**src/rtl/seq_multiplier.sv**
```systemverilog
// seq_multiplier: iterative shift-add multiplier, one adder, WIDTH busy
// cycles per product, signed/unsigned per operation, valid/ready both sides.
module seq_multiplier #(
  parameter int WIDTH = 16
) (
  input  logic               clk,
  input  logic               rst,
  input  logic               in_valid,
  output logic               in_ready,
  input  logic [WIDTH-1:0]   ina,
  input  logic [WIDTH-1:0]   inb,
  input  logic               is_signed,
  output logic               out_valid,
  input  logic               out_ready,
  output logic [2*WIDTH-1:0] out
);

  localparam int CW = $clog2(WIDTH + 1);

  typedef enum logic [1:0] {
    S_IDLE,
    S_BUSY,
    S_DONE
  } state_t;

  state_t             r_state;
  logic [WIDTH-1:0]   r_mcand;
  logic               r_sign;
  // upper half accumulates partial sums; lower half starts as the
  // multiplier magnitude and is consumed one bit per shift
  logic [2*WIDTH-1:0] r_acc;
  logic [2*WIDTH-1:0] r_out;
  logic [CW-1:0]      r_cnt;
  logic               r_in_ready;
  logic               r_out_valid;

  logic [WIDTH-1:0]   w_mag_a;
  logic [WIDTH-1:0]   w_mag_b;
  logic               w_sign;
  logic [WIDTH:0]     w_sum;
  logic [2*WIDTH-1:0] w_acc_nxt;
  logic [2*WIDTH-1:0] w_prod;

  // magnitudes at capture; the most negative value maps to 2^(WIDTH-1)
  always_comb begin
    w_mag_a = ina;
    w_mag_b = inb;
    if (is_signed && ina[WIDTH-1]) w_mag_a = -ina;
    if (is_signed && inb[WIDTH-1]) w_mag_b = -inb;
    w_sign = is_signed & (ina[WIDTH-1] ^ inb[WIDTH-1]);
  end

  // one conditional add into the upper half, carry kept, then shift right
  always_comb begin
    w_sum = {1'b0, r_acc[2*WIDTH-1:WIDTH]};
    if (r_acc[0]) w_sum = w_sum + {1'b0, r_mcand};
    w_acc_nxt = {w_sum, r_acc[WIDTH-1:1]};
    w_prod = r_sign ? -w_acc_nxt : w_acc_nxt;
  end

  // control FSM with registered handshake outputs and product
  always_ff @(posedge clk) begin
    if (rst) begin
      r_state     <= S_IDLE;
      r_mcand     <= '0;
      r_sign      <= 1'b0;
      r_acc       <= '0;
      r_out       <= '0;
      r_cnt       <= '0;
      r_in_ready  <= 1'b1;
      r_out_valid <= 1'b0;
    end else begin
      unique case (r_state)
        S_IDLE: begin
          if (in_valid) begin
            r_mcand    <= w_mag_a;
            r_acc      <= {{WIDTH{1'b0}}, w_mag_b};
            r_sign     <= w_sign;
            r_cnt      <= CW'(WIDTH);
            r_state    <= S_BUSY;
            r_in_ready <= 1'b0;
          end
        end
        S_BUSY: begin
          r_acc <= w_acc_nxt;
          r_cnt <= r_cnt - 1'b1;
          if (r_cnt == CW'(1)) begin
            r_out       <= w_prod;
            r_out_valid <= 1'b1;
            r_state     <= S_DONE;
          end
        end
        S_DONE: begin
          if (out_ready) begin
            r_out_valid <= 1'b0;
            r_in_ready  <= 1'b1;
            r_state     <= S_IDLE;
          end
        end
        default: begin
          r_state <= S_IDLE;
        end
      endcase
    end
  end

  assign in_ready  = r_in_ready;
  assign out_valid = r_out_valid;
  assign out       = r_out;

endmodule

```
**config.mk**
```make
export PLATFORM = sky130hd
export DESIGN_NAME = seq_multiplier
export DESIGN_NICKNAME = d
export VERILOG_FILES = /design/src/rtl/seq_multiplier.sv
export SDC_FILE = /design/constraint.sdc
export NUM_CORES = 1
export LEC_CHECK = 0
export BUFFER_PORTS_ARGS = -buffer_cell sky130_fd_sc_hd__buf_2
export CORE_UTILIZATION = 60
export CTS_CLUSTER_SIZE = 12
export DETAILED_ROUTE_END_ITERATION = 16
export GPL_TIMING_DRIVEN = 1
export PLACE_DENSITY = 0.81
export RECOVER_POWER = 100
export SYNTH_ARGS = -nofsm -noshare
export SYNTH_HDL_FRONTEND = slang
export SYNTH_SLANG_ARGS = --single-unit
```
**constraint.sdc**
```tcl
create_clock -name clk -period 7.47 [get_ports clk]
set_input_delay 0.3735 -clock clk [delete_from_list [all_inputs] [get_ports clk]]
set_output_delay 0.3735 -clock clk [all_outputs]
set_load 0.02 [all_outputs]
```
==> qor.log <==
INFO  status         run_status=complete, but fails checks
INFO  status         violations_in_the_final_reports=max-capacitance violations, max-slew violations
INFO  placement      port_buffers=70
INFO  global_route   grt_max_degree=92
INFO  clock_network  clk_pin_slew=0.11ns
INFO  die            fp.dieArea=0.0101mm^2
INFO  logic_synthesis synth-edff-count=0
INFO  sta            totalNegativeSetupSlack=0ns
INFO  logic_synthesis yosys.cell_count.top_type=nor2_1
INFO  placement      place_congestion=0.975
INFO  clock_network  cts_max_level=3
INFO  logic_synthesis ys_warn_count=0
INFO  logic_synthesis number_of_library_cell_types_mapped_by_synthesis=74
INFO  setup_path     crit_path_launch_type=register
INFO  setup_path     timing_worst_setup_path_type=register to register
INFO  die            initial_utilization=0.625
INFO  clock_network  holdBufCountCts=0
INFO  layout         post-route-cell-area=0.00632mm^2
INFO  logic_synthesis synthDominantCellAreaShare=0.311
INFO  global_route   number_of_antenna_violations_at_the_first_check_in_global_routing=1
INFO  setup_path     worst-endpoint-arrival=3.90ns
INFO  logic_synthesis synth_flop_cell=dfxtp_1
INFO  die            rows=35
INFO  sta            final.setup_skew=0.0181ns
INFO  clock_network  cts-resized-gates=0
INFO  setup_path     r2r.worst_path.cells=10
INFO  sta            drv_slew=92
INFO  logic_synthesis synth-seq-area-share=0.311
INFO  placement      detailed_place.area=0.00620mm^2
INFO  setup_path     cp.required=7.57ns
INFO  sta            rsz0062_at_grt=no
INFO  worst_hold_path holdCritPathClass=input pin to register
INFO  pwr            power_density=176mW/mm^2
INFO  logic_synthesis syn_nets=809
INFO  layout         layout_cells_sized_above_1=0.0964
INFO  sta            finalCritPeriodShare=0.509
INFO  setup_path     critPathMaxFanout=6
INFO  clock_network  clock_path_buffers=2
INFO  clock_network  tritoncts=built
INFO  pwr            p_leak=2.39nW
INFO  drt            routed-via-count=5,686
INFO  die            floorplan.io_pins=71
INFO  clock_network  clock_latency=0.38ns
INFO  sta            total_of_endpoints_with_negative_setup_slack_in_the_final_report=0
INFO  global_route   grt_use_total=0.318
INFO  global_route   grt_first_pass_wirelength=25,600um
INFO  die            coreArea=0.00928mm^2
INFO  placement      dp_hpwl=11,200um
INFO  drt            drtAntennaViolNets=0
INFO  clock_network  cts_inserted_buffers=9
INFO  run            max_cap_viol_count=1
INFO  drt            detail_route.iter0.violations=383
INFO  logic_synthesis netlist_instances=750
INFO  clock_network  post-cts-setup-buffer-count=0
INFO  global_route   use_met1=0.411
INFO  clock_network  cts_root_cell=clkbuf_8
INFO  sta            fmax=263MHz
INFO  layout         area_growth_syn_to_layout=9.02%
INFO  global_route   layer_with_the_highest_usage=met2
INFO  global_route   grt_overflow=0
INFO  global_route   met3_usage=0.0515
INFO  clock_network  clock_tree_sinks=90
INFO  layout         fin_util=0.681
INFO  sta            post-route-min-period=3.80ns
INFO  worst_hold_path hold_depth=3
INFO  logic_synthesis synth_cell_count_leaders=nor2_1 (96), dfxtp_1 (90), nand2_1 (80), a21oi_1 (67), clkbuf_1 (39)
INFO  logic_synthesis synth.top_cells.by_area=dfxtp_1 (31%), nor2_1 (6.2%), a21oi_1 (5.8%), nand2_1 (5.2%), a211oi_1 (4.7%)
INFO  drt            firstDrtPassIters=5
INFO  sta            timing_hold_violations_final=0
INFO  drt            drt-total-wl=15,200um
INFO  global_route   grt_pass1_vias=5,403
INFO  setup_path     kind_of_capture_point_of_the_worst_setup_path=register
INFO  sta            max-slew-margin-rel=-1.57
INFO  drt            post_drt_via_cell_ratio=6.12
INFO  pwr            vdd_ir_drop_max=0.133mV
INFO  die            floorplan.die.height=100um
INFO  drt            avgRoutedWirePerCell=16.4um
INFO  logic_synthesis synth_area_per_cell=7.73um^2
INFO  layout         nets=853
INFO  drt            drc=0
INFO  logic_synthesis mappedNetlistArea=0.00580mm^2
INFO  sta            worst_pin_slew=3.85ns
INFO  logic_synthesis yosys_register_bits=90
INFO  global_route   global_routing_met2_resource_utilization=0.525
INFO  logic_synthesis leading_area_contributor_after_synthesis=dfxtp_1
INFO  logic_synthesis async_flop_share=0
INFO  die            die-width=100um
==> worst paths after layout <==
check,start,to,slack [ns]
worst max-delay path,r_acc[16],out[30],3.67
worst min-delay path,ina[0],r_mcand[0],0.28
worst max register to register,r_acc[16],out[30],3.67
worst min register to register,out[22],out[22],0.46
==> cell families (layout without fill, tap and decap cells) <==
family / after synthesis / count (layout) / synth area share
compound gates: 237 / 237 / 0.277
xor+xnor: 50 / 50 / 0.0755
fa+ha+maj: 22 / 22 / 0.0488
buf+inv: 67 / 116 / 0.0436
flops: 90 / 90 / 0.311
mux: 6 / 6 / 0.0106
other cells: 0 / 1 / 0
simple gates: 278 / 278 / 0.234
==> critical path, cell delays in order (launching register included) <==
cell and delay (ns):
dfxtp_1 0.36, ha_1 0.23, fa_1 0.43, a211o_1 0.36, a21o_1 0.20, a221oi_1 0.45, nand3_1 0.15, or4_1 0.57
o21ai_0 0.46, and4_1 0.28, nor4_1 0.05
==> cell usage in the layout, fill, tap and decap left out, types with 7 or more instances in the layout <==
cell	n
nand2_1	80
dfxtp_1	90
nand3b_1	7
ha_1	21
nand2b_1	8
a22oi_1	11
and3_1	7
o41ai_1	7
a31oi_1	19
a211oi_1	36
xnor2_1	27
clkbuf_1	35
nand3_1	20
buf_2	36
nor4_1	7
o21ai_0	24
clkbuf_8	9
nor3_1	10
o31ai_1	9
inv_1	23
a21oi_1	67
o211ai_1	10
o21ai_1	9
xor2_1	23
nor2_1	94
==> report_power, final <==
group / switching (mW) / internal (mW) / total [mW]
combinational: 0.150 / 0.0909 / 0.241
clock: 0.208 / 0.130 / 0.337
sequential: 0.0284 / 0.504 / 0.532
total: 0.386 / 0.725 / 1.11
==> registers in the layout (all words and copies together), names as in the netlist <==
name	flops
r_cnt	5
out	32
in_ready	1
r_mcand	16
r_acc	32
r_sign	1
r_state	2
out_valid	1
==> layer usage <==
metal,up-vias,part of all wire
li1,2819,-
met1,2642,0.44
met2,187,0.47
met3,38,0.060
met4,0,0.025
met5,-,0
==> through the flow <==
| step | setup slack [ns] | std cells | hold WS (ns) | power, mW |
|---|---|---|---|---|
| after CTS | 4.11 | 928 | 0.271 | 1.11 |
| final | 3.67 | 929 | 0.277 | 1.11 |
| after detailed placement | 4.16 | 912 | 0.441 | 0.784 |
| after global routing | 3.24 | 928 | 0.298 | 1.17 |
| after global placement | 4.25 | 912 | 0.438 | 0.773 |
| after floorplan | 4.45 | 750 | 0.434 | 0.715 |
==> layout make-up <==
type	count	area (um^2)
multi-input combinational	593	3720
fill	861	2960
sequential	90	1800
timing repair buffer	77	357
tap	129	161
clock buffer	9	124
inverter	23	86.3
clock inverter	7	68.8
antenna	1	2.50
No activity file was read; power rests on OpenSTA's default activity.
